### config.mk
export PLATFORM = sky130hd
export DESIGN_NAME = cpu_stim_mem
export DESIGN_NICKNAME = d
export VERILOG_FILES = /design/src/rtl/cpu_pkg.sv /design/src/rtl/dmem_sp256x16.sv /design/src/rtl/cpu_stim_mem.sv
export SDC_FILE = /design/constraint.sdc
export NUM_CORES = 2
export LEC_CHECK = 0
export CAP_MARGIN = 25
export CORE_AREA = 2 2 393 784
export DETAILED_ROUTE_END_ITERATION = 8
export DIE_AREA = 0 0 395 786
export GPL_TIMING_DRIVEN = 0
export PLACE_DENSITY = 0.73
export SETUP_SLACK_MARGIN = 0.1
export SYNTH_ARGS = -nofsm -noshare
export SYNTH_HDL_FRONTEND = slang
export SYNTH_SLANG_ARGS = --single-unit
### constraint.sdc
create_clock -name clock -period 17.2 [get_ports clock]
set_clock_uncertainty 0.05 [all_clocks]
set_input_delay 3.44 -clock clock [delete_from_list [all_inputs] [get_ports clock]]
set_output_delay 3.44 -clock clock [all_outputs]
set_load 0.02 [all_outputs]
### src/rtl/cpu_pkg.sv
// cpu_pkg: definitions shared by the 16-bit CPU core and its memory-side
// responder (cpu_stim_mem).
//   - 5-bit opcode constants. The opcode occupies instruction bits [15:11].
//   - State encoding for the cpu_stim_mem sequencer.
//   - opcode_of(): extracts the opcode field from an instruction word.
package cpu_pkg;

    typedef logic [4:0] opcode_t;

    localparam opcode_t OP_NOP   = 5'b00000;
    localparam opcode_t OP_HALT  = 5'b00001;
    localparam opcode_t OP_LOAD  = 5'b00010;
    localparam opcode_t OP_STORE = 5'b00011;
    localparam opcode_t OP_ADD   = 5'b00100;
    localparam opcode_t OP_SUB   = 5'b00101;
    localparam opcode_t OP_AND   = 5'b00110;
    localparam opcode_t OP_OR    = 5'b00111;
    localparam opcode_t OP_XOR   = 5'b01000;

    // Instruction word the CPU treats as "do nothing".
    localparam logic [15:0] NOP_WORD = {OP_NOP, 11'b0};

    typedef enum logic [2:0] {
        ST_IDLE,
        ST_START,
        ST_RUN,
        ST_DRAIN,
        ST_DONE
    } stim_state_e;

    function automatic opcode_t opcode_of(input logic [15:0] word);
        return word[15:11];
    endfunction

endpackage

### src/rtl/dmem_sp256x16.sv
// dmem_sp256x16: 256 x 16 synchronous RAM, one write port, one registered read.
//   clock  in   rising-edge clock
//   reset  in   async active-high; clears only the read data register
//   we     in   write enable
//   waddr  in   write address
//   wdata  in   write data
//   raddr  in   read address
//   rdata  out  registered read data, one cycle after raddr
// A read of the address being written in the same cycle returns the old word.
module dmem_sp256x16 (
    input  logic        clock,
    input  logic        reset,
    input  logic        we,
    input  logic [7:0]  waddr,
    input  logic [15:0] wdata,
    input  logic [7:0]  raddr,
    output logic [15:0] rdata
);

    logic [15:0] mem_q [256];

    // Contents are never reset so the array maps onto block RAM.
    always_ff @(posedge clock) begin
        if (we) begin
            mem_q[waddr] <= wdata;
        end
    end

    always_ff @(posedge clock or posedge reset) begin
        if (reset) begin
            rdata <= '0;
        end else begin
            rdata <= mem_q[raddr];
        end
    end

endmodule

### src/rtl/cpu_stim_mem.sv
// cpu_stim_mem: memory-side responder for the 16-bit CPU.
// Streams a loaded program onto i_datain after a run request and serves a
// 256-word data RAM on the CPU's d_* port.
//   clock, reset            rising-edge clock, async active-high reset
//   load_en/sel/addr/data   load port (sel 0: program buffer, 1: data RAM);
//                           accepted only in IDLE or DONE
//   run                     start-of-program request pulse
//   cpu_start               one-cycle start pulse to the CPU
//   i_datain                instruction word to the CPU
//   d_addr/d_dataout/d_we   CPU data address, store data, store enable
//   d_datain                registered load data to the CPU
//   busy, done              sequencer status (START/RUN/DRAIN, DONE)
module cpu_stim_mem
    import cpu_pkg::*;
#(
    parameter int PROG_DEPTH   = 16,
    parameter int DRAIN_CYCLES = 3
) (
    input  logic        clock,
    input  logic        reset,
    input  logic        load_en,
    input  logic        load_sel,
    input  logic [7:0]  load_addr,
    input  logic [15:0] load_data,
    input  logic        run,
    output logic        cpu_start,
    output logic [15:0] i_datain,
    input  logic [7:0]  d_addr,
    input  logic [15:0] d_dataout,
    input  logic        d_we,
    output logic [15:0] d_datain,
    output logic        busy,
    output logic        done
);

    localparam int PW = (PROG_DEPTH > 1) ? $clog2(PROG_DEPTH) : 1;
    localparam int DW = (DRAIN_CYCLES > 1) ? $clog2(DRAIN_CYCLES) : 1;
    localparam logic [DW-1:0] DRAIN_LAST = DW'(DRAIN_CYCLES - 1);

    stim_state_e       state_q;
    logic [PW:0]       ptr_q;       // one extra bit: ptr reaches prog_len without wrapping
    logic [PW:0]       prog_len_q;
    logic [DW-1:0]     drain_q;
    logic              cpu_start_q;
    logic [15:0]       i_data_q;
    logic              busy_q;
    logic              done_q;
    logic [15:0]       prog_q [PROG_DEPTH];

    // A run request takes priority over a load in the same cycle.
    logic              load_ok;
    logic              prog_we;
    logic              ram_ld_we;
    logic [PW-1:0]     prog_addr;
    logic [PW:0]       prog_len_d;
    logic [PROG_DEPTH-1:0] prog_hit;

    assign load_ok    = ((state_q == ST_IDLE) || (state_q == ST_DONE)) && !run;
    assign prog_we    = load_ok && load_en && !load_sel;
    assign ram_ld_we  = load_ok && load_en && load_sel;
    assign prog_addr  = load_addr[PW-1:0];
    assign prog_len_d = ({1'b0, prog_addr} + 1'b1 > prog_len_q) ?
                        ({1'b0, prog_addr} + 1'b1) : prog_len_q;

    genvar gi;
    generate
        for (gi = 0; gi < PROG_DEPTH; gi++) begin : g_prog_hit
            assign prog_hit[gi] = prog_we && (prog_addr == PW'(gi));
        end
    endgenerate

    // Program buffer and its length are cleared by reset.
    always_ff @(posedge clock or posedge reset) begin
        if (reset) begin
            for (int i = 0; i < PROG_DEPTH; i++) begin
                prog_q[i] <= '0;
            end
            prog_len_q <= '0;
        end else begin
            for (int i = 0; i < PROG_DEPTH; i++) begin
                if (prog_hit[i]) begin
                    prog_q[i] <= load_data;
                end
            end
            if (prog_we) begin
                prog_len_q <= prog_len_d;
            end
        end
    end

    // Sequencer. Outputs are registered: each transition loads the value
    // that i_datain/cpu_start/busy/done must show in the following cycle.
    always_ff @(posedge clock or posedge reset) begin
        if (reset) begin
            state_q     <= ST_IDLE;
            ptr_q       <= '0;
            drain_q     <= '0;
            cpu_start_q <= 1'b0;
            i_data_q    <= NOP_WORD;
            busy_q      <= 1'b0;
            done_q      <= 1'b0;
        end else begin
            cpu_start_q <= 1'b0;
            case (state_q)
                ST_IDLE, ST_DONE: begin
                    if (run) begin
                        state_q     <= ST_START;
                        ptr_q       <= '0;
                        cpu_start_q <= 1'b1;
                        i_data_q    <= NOP_WORD;
                        busy_q      <= 1'b1;
                        done_q      <= 1'b0;
                    end
                end
                ST_START: begin
                    if (prog_len_q == '0) begin
                        state_q  <= ST_DRAIN;
                        drain_q  <= '0;
                        i_data_q <= NOP_WORD;
                    end else begin
                        state_q  <= ST_RUN;
                        i_data_q <= prog_q[0];
                        ptr_q    <= (PW + 1)'(1);
                    end
                end
                ST_RUN: begin
                    // i_data_q holds the word issued this cycle; ptr_q already
                    // points past it, so ptr_q == prog_len_q marks the last word.
                    if ((opcode_of(i_data_q) == OP_HALT) || (ptr_q == prog_len_q)) begin
                        state_q  <= ST_DRAIN;
                        drain_q  <= '0;
                        i_data_q <= NOP_WORD;
                    end else begin
                        i_data_q <= prog_q[ptr_q[PW-1:0]];
                        ptr_q    <= ptr_q + 1'b1;
                    end
                end
                ST_DRAIN: begin
                    if (drain_q == DRAIN_LAST) begin
                        state_q <= ST_DONE;
                        busy_q  <= 1'b0;
                        done_q  <= 1'b1;
                    end else begin
                        drain_q <= drain_q + 1'b1;
                    end
                end
                default: begin
                    state_q <= ST_IDLE;
                end
            endcase
        end
    end

    // Data RAM has one write port: a CPU store takes it over any load-port write.
    logic        ram_we;
    logic [7:0]  ram_waddr;
    logic [15:0] ram_wdata;

    assign ram_we    = d_we || ram_ld_we;
    assign ram_waddr = d_we ? d_addr    : load_addr;
    assign ram_wdata = d_we ? d_dataout : load_data;

    dmem_sp256x16 u_dmem (
        .clock (clock),
        .reset (reset),
        .we    (ram_we),
        .waddr (ram_waddr),
        .wdata (ram_wdata),
        .raddr (d_addr),
        .rdata (d_datain)
    );

    assign cpu_start = cpu_start_q;
    assign i_datain  = i_data_q;
    assign busy      = busy_q;
    assign done      = done_q;

endmodule

==> out/metrics.yaml <==
hold_path:
  hold_class: "reg -> reg"
routing:
  postRouteAntennaNets: 0
  firstDrtPassIters: 8
  routedWlPerCell_um: 46.3
  met1Wirelength_um: 180000
  top_layer: "met5"
  drt-vias-per-instance: 7.10
  wirelength_um: 622000
  drt_iter0_drc: 15687
  dr_total_vias: 95324
  wl_met3_um: 64000
  met2_length_um: 301000
  drc: 0
placed_design:
  placed_area_um2: 186000
  hpwl_um: 440000
  gp_congestion: 1.05
  io_buffers: 84
  placed_cells: 12720
grt:
  antenna_found_initial: 40
  first_global_vias: 94550
  grt_overflow: 0
  grt_pass1_wl_um: 820000
  grt_usage: 0.401
  grt_max_degree: 161
yosys:
  ys.flop_type: "edfxtp_1"
  ys_ff_latch: 4402
  synth.distinct_cells: 69
  synth_cells: 8238
  async_flop_share: 0.0695
  synth_warnings: 0
  ys_seq_area_frac: 0.756
  synth.area.top_cells: "edfxtp_1 (71%), mux4_2 (11%), dfrtp_1 (4.4%)"
  yosysTopAreaCell: "edfxtp_1"
  syn-num-nets: 8303
  synth_area_um2: 173000
  synth_edf_count: 4096
  synth_top_area_share: 0.712
  synth_area_per_cell_um2: 21.0
clock_tree:
  clock_sinks: 4402
  clock_path_buffers: 4
  cts-resized-gates: 0
  post_cts_buffers: 0
  root_buffer: "clkbuf_16"
  cts_tree: "yes"
  cts_buffers: 367
  htreeDepth: 5
  ctsHoldBuffers: 0
  insertion_delay_ns: 1.02
  clk_pin_slew_ns: 0.07
sta:
  rsz0062_at_grt: "false"
  worstMarginPinSlew_ns: 1.26
  fmax_mhz: 118
  hold_viol_final: 0
  period_needed_ns: 8.45
  tns_ns: 0
  drv_slew: 0
  post-route-period-util: 0.491
  setup_viol: 0
  slew_headroom: 0.149
setup_path:
  cp_slowest_cell: "nor2_4"
  required_ns: 17.76
  path_buf_inv: 7
  crit_path_cell_trace: "buf_4 > buf_6 > buf_6 > buf_4 > buf_2 > buf_1 > nand3_1 > a21oi_1 > nand2_1 > buf_2 > nor2_4"
  cp.arrival_ns: 9.02
  cp_top_family: "buffers and inverters"
  cp-end-kind: "flop"
  cp_max_fo: 16
  crit_path_start_kind: "input pin"
  rrSetupSlack_ns: 12.11
  crit_type: "in -> reg"
  crit_path_max_incr_delay_ns: 0.90
status:
  status: "finished clean"
finish:
  fin_nets: 9116
  stdcell_area_um2: 198000
  area_growth_pct: 14.5
  fillCellCount: 19677
  drive_above_1_share: 0.280
  fin_cells: 13434
die:
  core.rowCount: 287
  die_w_um: 395
  start_util: 0.567
  io_pins: 89
  fp.dieH_um: 786
  die-area_um2: 310000
  coreArea_um2: 305000
flow_run:
  maxCapViolations: 0
pwr:
  power_leakage_uw: 0.0653
  vdd_ir_drop_max_uv: 96.9
  powerDensity_nw_per_um2: 113
[Yosys cell counts, drive strengths merged (10+ instances only)]
cell type,n
nor3,129
buf,276
o22ai,210
nor2b,10
o31ai,11
mux4,910
o21ai,88
o311ai,11
a211oi,16
mux2i,581
nand4,20
a311oi,11
edfxtp,4096
a21oi,127
o311a,20
dfrtp,306
nand2b,14
o221ai,148
nor2,307
a22oi,61
a221oi,31
or3,43
ha,11
inv,31
mux2,281
a22o,31
nand3,21
clkbuf,224
nand2,147
[worst paths after layout]
check | from | endpoint | cells after the start
max | d_addr[1] | u_dmem.mem_q[215][4] | 11
min | drain_q[0] | drain_q[0] | 1
max reg2reg | state_q[1] | u_dmem.mem_q[214][5] | 7
min reg2reg | drain_q[0] | drain_q[0] | 1
max in group asynchronous | reset | prog_q[52] | 4
min in group asynchronous | reset | u_dmem.rdata[8] | 2
[cell families after synthesis]
group / synth area share
DFF: 0.756
muxes: 0.171
AOI/OAI and AO/OA: 0.0322
and+or+nand+nor: 0.0187
buffers and inverters: 0.0205
adders and majority gates: 0.000796
xor gates and xnor gates: 0.000507
[sequential cells by signal, summed over array words and instances (netlist names)]
name          flops
u_dmem.mem_q   4096
prog_q          256
i_datain         16
u_dmem.rdata     16
prog_len_q        5
ptr_q             5
state_q           3
drain_q           2
busy              1
cpu_start         1
done              1
[area by class of cell]
| class | count | area [µm²] | share of cell area |
|---|---|---|---|
| tap | 4046 | 5060 | 0.0256 |
| inverter | 32 | 128 | 0.000645 |
| sequential | 4402 | 131000 | 0.660 |
| multi-input combinational | 3302 | 39600 | 0.200 |
| buffer | 502 | 3470 | 0.0175 |
| timing repair buffer | 444 | 7180 | 0.0363 |
| clock buffer | 456 | 9760 | 0.0493 |
| clock inverter | 202 | 1850 | 0.00933 |
| antenna | 48 | 120 | 0.000607 |
[power by group]
part	switching, µW	internal, µW	total [µW]
clock	3890	4440	8330
sequential	61.8	11900	11900
combinational	1400	638	2040
[through the flow]
stage	worst slack [ns]	total power (µW)	utilization	hold WS, ns
2_1_floorplan	5.25	13100	-	0.403
3_5_place_dp	7.98	14100	0.610	0.437
5_1_grt	9.02	22700	0.649	0.462
3_3_place_gp	1.82	14000	0.586	0.431
6_report	8.75	22300	0.649	0.453
4_1_cts	9.00	22200	0.648	0.452
[metal layers]
metal / up-vias / GRT usage
met5: - / 0
met4: 14 / 0.390
met3: 2174 / 0.0955
met2: 7497 / 0.652
met1: 49627 / 0.426
li1: 36012 / -
[worst register-to-register path, cell delays in order, from the launching register on]
cell,delay (ns)
dfrtp_1,0.36
clkbuf_1,0.20
nor3_1,0.52
a31oi_1,0.45
nor2_1,0.44
nand2_1,0.80
clkbuf_2,0.82
nor2_4,1.04
[cells in the final DEF, fill, tap and decap left out, drive strengths merged, types with 16 or more instances in the layout]
cell type      count
mux2             281
a221oi            31
a21oi            127
nand3             21
o311a             20
edfxtp          4096
diode             48
o221ai           148
o22ai            210
bufinv            26
or3               43
clkinvlp          16
mux2i            581
a22oi             61
o21ai             88
nor2             307
dfrtp            306
nand2            147
nand4             20
nor3             129
a22o              31
buf              636
clkinv           150
clkdlybuf4s50     84
a211oi            16
clkbuf           680
inv               42
mux4             910
No activity file was read; power rests on OpenSTA's default activity.
